$ cat src/rtl/store_unit.sv
// store_unit: aligns a byte/halfword/word store onto a 32-bit memory write port with legality checks and timeout
module store_unit #(
   parameter int TIMEOUT = 16
) (
   input  logic        clk,
   input  logic        rst_n,
   input  logic        req_valid,
   output logic        req_ready,
   input  logic [31:0] req_addr,
   input  logic [31:0] req_data,
   input  logic [1:0]  req_size,
   output logic        mem_valid,
   input  logic        mem_ready,
   output logic [31:0] mem_addr,
   output logic [31:0] mem_wdata,
   output logic [3:0]  mem_be,
   output logic        done,
   output logic        err,
   output logic [1:0]  err_code
);
   typedef enum logic [1:0] {IDLE, ISSUE, RESP} state_t;
   localparam int CW = TIMEOUT > 1 ? $clog2(TIMEOUT) : 1;
   state_t state, state_nx;
   logic [31:0] addr_q, data_q;
   logic [1:0] size_q, code;
   logic [CW-1:0] cnt;
   logic to_q, accept, last;
   function automatic logic [1:0] legality(input logic [1:0] a, input logic [1:0] s);
      return s == 2'b11 ? 2'b10 :
             ((s == 2'b01 && a[0]) || (s == 2'b10 && a != 2'b00)) ? 2'b01 : 2'b00;
   endfunction
   assign accept = req_valid && state == IDLE;
   assign last = cnt == CW'(TIMEOUT - 1);
   // state register, captured request fields and the per-visit ISSUE cycle counter
   always_ff @(posedge clk) begin
      if (!rst_n) begin
         state <= IDLE;
         cnt <= '0;
         addr_q <= '0;
         data_q <= '0;
         size_q <= '0;
         to_q <= 1'b0;
      end else begin
         state <= state_nx;
         cnt <= state == ISSUE ? cnt + CW'(1) : '0;
         if (accept) begin
            addr_q <= req_addr;
            data_q <= req_data;
            size_q <= req_size;
            to_q <= 1'b0;
         end
         if (state == ISSUE) to_q <= !mem_ready && last;
      end
   end
   // next state and all outputs; payload is zero whenever no write is offered
   always_comb begin
      state_nx = state;
      if (accept) state_nx = legality(req_addr[1:0], req_size) != 2'b00 ? RESP : ISSUE;
      else if (state == ISSUE && (mem_ready || last)) state_nx = RESP;
      else if (state == RESP) state_nx = IDLE;
      code = to_q ? 2'b11 : legality(addr_q[1:0], size_q);
      req_ready = state == IDLE;
      mem_valid = state == ISSUE;
      mem_addr = mem_valid ? {addr_q[31:2], 2'b00} : 32'h0;
      mem_be = !mem_valid ? 4'b0000 :
               size_q == 2'b00 ? 4'b0001 << addr_q[1:0] :
               size_q == 2'b01 ? (addr_q[1] ? 4'b1100 : 4'b0011) : 4'b1111;
      mem_wdata = !mem_valid ? 32'h0 :
                  size_q == 2'b00 ? {4{data_q[7:0]}} :
                  size_q == 2'b01 ? {2{data_q[15:0]}} : data_q;
      done = state == RESP && code == 2'b00;
      err = state == RESP && code != 2'b00;
      err_code = state == RESP ? code : 2'b00;
   end
endmodule
$ cat config.mk
export PLATFORM = sky130hd
export DESIGN_NAME = store_unit
export DESIGN_NICKNAME = d
export VERILOG_FILES = /design/src/rtl/store_unit.sv
export SDC_FILE = /design/constraint.sdc
export NUM_CORES = 1
export LEC_CHECK = 0
export CAP_MARGIN = 10
export CELL_PAD_IN_SITES_DETAIL_PLACEMENT = 0
export CELL_PAD_IN_SITES_GLOBAL_PLACEMENT = 1
export CORE_MARGIN = 10
export CORE_UTILIZATION = 30
export CTS_BUF_LIST = sky130_fd_sc_hd__clkbuf_16
export DETAILED_ROUTE_END_ITERATION = 8
export PLACE_DENSITY = 0.83
export SLEW_MARGIN = 10
export SYNTH_ARGS = -nofsm -noshare
export SYNTH_HDL_FRONTEND = slang
export SYNTH_SLANG_ARGS = --single-unit
export TNS_END_PERCENT = 20
$ cat constraint.sdc
create_clock -name clk -period 1.5 [get_ports clk]
set_input_delay 0.15 -clock clk [delete_from_list [all_inputs] [get_ports clk]]
set_output_delay 0.15 -clock clk [all_outputs]
set_load 0.05 [all_outputs]
# Yosys cells after proc, flatten, opt, wreduce, memory -nomap -nowiden
# Cells that the tools add are included.
[totals]
romBits = 0
word_cells = 60
register_bits = 73
output_inout_bits = 74
memories = 0
mem_bits_rw = 0
inputBits = 70
latchBits = 0
[classes]
mux = 20
magnitude_cmp = 0
mul = 0
eq_ne = 9
shift = 1
div = 0
n_reduce_logical = 23
addsub = 1
n_bitwise = 0
[op_table]
columns = ["cell", "n"]
rows = [
  ["$mux 32", 4],
  ["$mux 2", 8],
  ["$mux 4", 4],
  ["$eq 2x2->1 const B", 5],
  ["$reduce_bool 2->1", 5],
  ["$logic_and 1x1->1", 9],
  ["$eq 2x1->1 const B", 3],
  ["$logic_not 2->1", 3],
  ["$add 4x1->4 const B", 1],
  ["$eq 4x4->1 const B", 1],
  ["$mux 1", 4],
  ["$shl 1x2->4 const A", 1],
  ["$logic_or 1x1->1", 3],
  ["$reduce_bool 3->1", 1],
  ["$reduce_and 2->1", 1],
  ["$logic_not 1->1", 1],
]

# Longest topological paths before layout
# Gate-level depths: netlist of the first run.
[logic_depth]
word_depth = 8
depth_mapped = 6
depth_no_buf = 4

# Worst setup path after synthesis of the first run
# OpenSTA, ideal clock, no wires.
[synth_path]
path_kind = "register -> output"
start = "register size_q[0]"
end = "output port done"
arrival_time_ps = 1791
stages_incl_launch_ff = 6
slack_ps = -441
path_cell_list = "dfxtp_1 > clkbuf_1 > buf_2 > inv_1 > a21oi_1 > nor3_1"
[synth_between]
elab_chain_cells = 8
elab_cells_between_ends = 11
classes_between = "eq/ne: 3; mux: 3; reduce/logical: 5"
[synth_rtl]
columns = ["element", "line_no", "text"]
rows = [
  ["start: declaration", "25", "logic [1:0] size_q, code;"],
  ["start signal: assignment", "49", "size_q <= req_size;"],
  ["$eq 2x1->1 / $eq 2x2->1 (equally long branches)", "30", "((s == 2'b01 && a[0]) || (s == 2'b10 && a != 2'b00)) ? 2'b01 : 2'b00;"],
  ["$logic_and 1x1->1", "30", ""],
  ["$logic_or 1x1->1", "30", ""],
  ["$mux 1", "30", ""],
  ["$mux 2 *", "29", "return s == 2'b11 ? 2'b10 :"],
  ["$mux 2 *", "61", "code = to_q ? 2'b11 : legality(addr_q[1:0], size_q);"],
  ["$logic_not 2->1 *", "71", "done = state == RESP && code == 2'b00;"],
  ["$logic_and 1x1->1 *", "71", ""],
  ["end: declaration", "17", "output logic done,"],
]
# Every way passes the cells marked *; elsewhere a longest branch is shown, timed or not.

# Worst setup path after layout of the first run
[layout_path]
start = "register size_q[0]"
end = "output port mem_wdata[11]"
[layout_between]
elab_chain_cells = 3
[layout_rtl]
columns = ["element", "line_no", "text"]
rows = [
  ["$logic_not 2->1", "69", "size_q == 2'b00 ? {4{data_q[7:0]}} :"],
  ["$mux 32", "69", ""],
  ["$mux 32", "68", "mem_wdata = !mem_valid ? 32'h0 :"],
  ["end: declaration", "15", "output logic [31:0] mem_wdata,"],
]
# Every way passes these cells.

==> results of run 1 <==
-- worst max-delay path by stage --
stage,start,slack [ns],end
after floorplan,size_q[0]$_SDFFE_PN0P_,-0.24,err_code[0]
after global placement,req_valid,-0.15,addr_q[6]$_SDFFE_PN0P_
after detailed placement,req_valid,-0.21,addr_q[5]$_SDFFE_PN0P_
after CTS,size_q[0]$_SDFFE_PN0P_,-0.18,mem_wdata[11]
after global routing,size_q[0]$_SDFFE_PN0P_,-0.21,mem_wdata[15]
final,size_q[0]$_SDFFE_PN0P_,-0.16,mem_wdata[11]
-- through the flow --
stage               hold WS, ns  std cells  setup slack, ns  area (sq um)
finish                    0.281        775           -0.165          6620
floorplan                 0.285        474           -0.244          3710
global route              0.313        775           -0.213          6620
global placement          0.428        745           -0.154          5410
CTS                       0.270        774           -0.177          6420
detailed placement        0.442        745           -0.209          5410
-- layout make-up --
type,count,area (sq um)
clock inverters,7,96.3
fillers,1012,4950
clock buffers,9,225
repair buffers,180,2290
inverters,5,33.8
flip-flops and latches,73,1470
multi-input cells,358,2320
well taps,143,179
-- repair_timing --
item | CTS | global route
endpoints found under the setup margin | 71 | 103
gates resized for setup | 146 | 65
cloned | 6 | 2
setup buffers | 7 | 0
pin swaps | 17 | 21
-- power breakdown --
part           total, W  switching [W]  internal (W)  leakage, nW
Sequential      0.00217       0.000101       0.00207        0.602
Clock           0.00229       0.000836       0.00146        0.153
Combinational   0.00143       0.000726      0.000703         1.80
Total           0.00590        0.00166       0.00423         2.56
-- registers in the layout, summed over array words and instances, names as in the netlist --
name / cells
addr_q: 32
cnt: 4
data_q: 32
size_q: 2
state: 2
to_q: 1
-- per-layer routing --
layer  track usage [%]  vias to the layer above  wire length [microns]
met5                 0                        -                      0
met4              4.68                        0                     63
met3              4.36                        5                    894
met2              27.1                      106                   6660
met1              17.9                     1730                   5560
li1                  -                     1844                      -
-- kinds of logic (layout without fill, tap and decap cells) --
family / after synthesis / count (layout) / synth area share [%]
AO/OA/AOI/OAI: 107 / 107 / 19.9
XOR/XNOR: 2 / 2 / 0.489
adder cells (fa/ha/maj): 1 / 1 / 0.349
buffers and inverters: 43 / 201 / 5.79
flip-flops: 73 / 73 / 40.8
multiplexers: 16 / 16 / 4.75
other: 1 / 2 / 0.105
AND/OR/NAND/NOR: 230 / 230 / 27.9
-- Yosys cell counts, types with 2 or more instances --
cell	instances	area, sq um
a21boi_0	37	278
a21boi_1	30	225
a21oi_1	25	125
and2_1	38	238
buf_2	10	50.1
buf_4	3	22.5
buf_6	3	33.8
clkbuf_1	21	78.8
dfxtp_1	73	1460
inv_1	5	18.8
mux2_2	8	90.1
mux2i_1	8	80.1
nand2_1	159	597
nand2b_1	4	25.0
nand3_1	3	15.0
nor2_1	18	67.6
nor3_1	2	10.0
o21ai_0	11	55.1
-- worst reg2reg max path, delay by kind of cell, from the launching register on --
kind                   cells  cell delay [ns]
DFF                        1             0.32
and+or+nand+nor            2             0.37
buffers and inverters      3             0.52
AOI/OAI and AO/OA          1             0.22
==> impl_metrics.py, run 1 <==
metrics = {
    "synthesis": {
        "yosys_register_bits": 73,
        "synth_cell_types": 33,
        "synthCells": 473,
        "synth_edf_count": 0,
        "netlist_area_sq_um": 3580,
        "async_reset_ff_share_pct": 0,
        "yosysSeqAreaShare_pct": 40.8,
        "ys.warnings.count": 0,
        "synth.avg_cell_area_sq_um": 7.58,
        "ys_dominant_reg_cell": "dfxtp_1",
    },
    "worst_setup_path": {
        "path_depth": 6,
        "r2r_start": "state[1]$_SDFFE_PN0P_",
        "worst_path_most_repeated_cell": "buf_6",
        "worstPathRequired_ns": 1.35,
        "path_cells": "buf_16 -> nor2_4 -> buf_6 -> nand2_1 -> a21oi_4 -> buf_6",
        "r2r_slack_ns": -0.01,
        "start_kind": "flop",
        "end_kind": "output port",
        "r2r_cells": 6,
        "cp_num_buf_inv": 3,
        "r2r-end": "state[1]$_SDFFE_PN0P_",
        "crit_path_max_incr_delay_ns": 0.39,
        "crit_fanout": 8,
        "cp_slowest_cell": "dfxtp_4",
        "cp.arrival_ns": 1.51,
        "path_class": "reg2out",
        "critical-path-top-delay-family": "buffers and inverters",
    },
    "global_routing": {
        "grt_max_degree": 39,
        "grtUsageTotal_pct": 15.5,
        "grt_pass1_vias": 3943,
        "antenna_found_initial": 0,
        "overflow": 0,
        "grt_pass1_wl_microns": 20600,
    },
    "clock_network": {
        "root_buffer": "clkbuf_16",
        "clk-insertion-delay-late_ns": 0.32,
        "cts_hold_buf": 0,
        "clk_path_buf_depth": 2,
        "clock_sinks": 73,
        "cts_buffers": 9,
        "cts_tree": "yes",
        "htreeDepth": 3,
        "clk_pin_slew_ns": 0.06,
    },
    "final_layout": {
        "diodes": 0,
        "final_cell_mix": "147 x nand2_1, 68 x dfxtp_1, 68 x clkdlybuf4s50_1, 48 x buf_6, 39 x a21boi_1",
        "nets": 698,
        "final_util_pct": 57.2,
        "drive_above_1_share_pct": 37.3,
        "final_common_cell": "nand2_1",
        "area_growth_pct": 84.6,
    },
    "flow_run": {
        "maxCapViolCount": 0,
    },
    "drt": {
        "wirelength_microns": 13200,
        "vias_per_cell": 4.75,
        "vias": 3685,
        "firstDrtPassIters": 4,
        "ant_nets": 0,
        "wl_per_cell_microns": 17.0,
        "drc": 0,
        "drt_iter0_markers": 205,
    },
    "timing": {
        "finalSetupViolations": 70,
        "tns_ns": -6.09,
        "finClkSkew_ns": 0.00492,
        "fmax_ghz": 0.601,
        "finalMaxSlewViolations": 0,
        "period_share_pct": 111,
        "rsz0062_at_grt": "true",
        "hold_viol_final": 0,
        "min_period_ns": 1.66,
        "setup_ws_ns": -0.165,
    },
    "floorplanning": {
        "die_y_microns": 129,
        "io_pins": 144,
        "die_width_microns": 129,
        "dieArea_sq_um": 16700,
        "num_rows": 39,
        "start_util_pct": 31.0,
        "core_sq_um": 11600,
    },
    "worst_hold_path": {
        "worst_hold_path.endpoint": "data_q[9]$_SDFFE_PN0P_",
        "hold_path_depth": 2,
        "min_path_type": "in2reg",
        "hp-start": "rst_n",
    },
    "pwr": {
        "peakVddDrop_v": 0.000538,
        "p_per_area_nw_per_um2": 891,
        "total_power_w": 0.00590,
        "p_leak_nw": 2.56,
    },
    "placement": {
        "gp_congestion": 0.786,
        "port_buffers": 141,
        "detailed_place_hpwl_microns": 8960,
    },
    "status": {
        "failed_checks": "setup timing",
        "status": "finished with violations",
    },
}
Power figures use the tool's default switching activity.
==> run 2, diff against run 1 <==
--- a/config.mk
+++ b/config.mk
@@ -5,7 +5,6 @@
 export SDC_FILE = /design/constraint.sdc
 export NUM_CORES = 1
 export LEC_CHECK = 0
-export CAP_MARGIN = 10
 export CELL_PAD_IN_SITES_DETAIL_PLACEMENT = 0
 export CELL_PAD_IN_SITES_GLOBAL_PLACEMENT = 1
 export CORE_MARGIN = 10
==> results of run 2 <==
No change in the layout: final DEF, timing and power equal those of run 1.
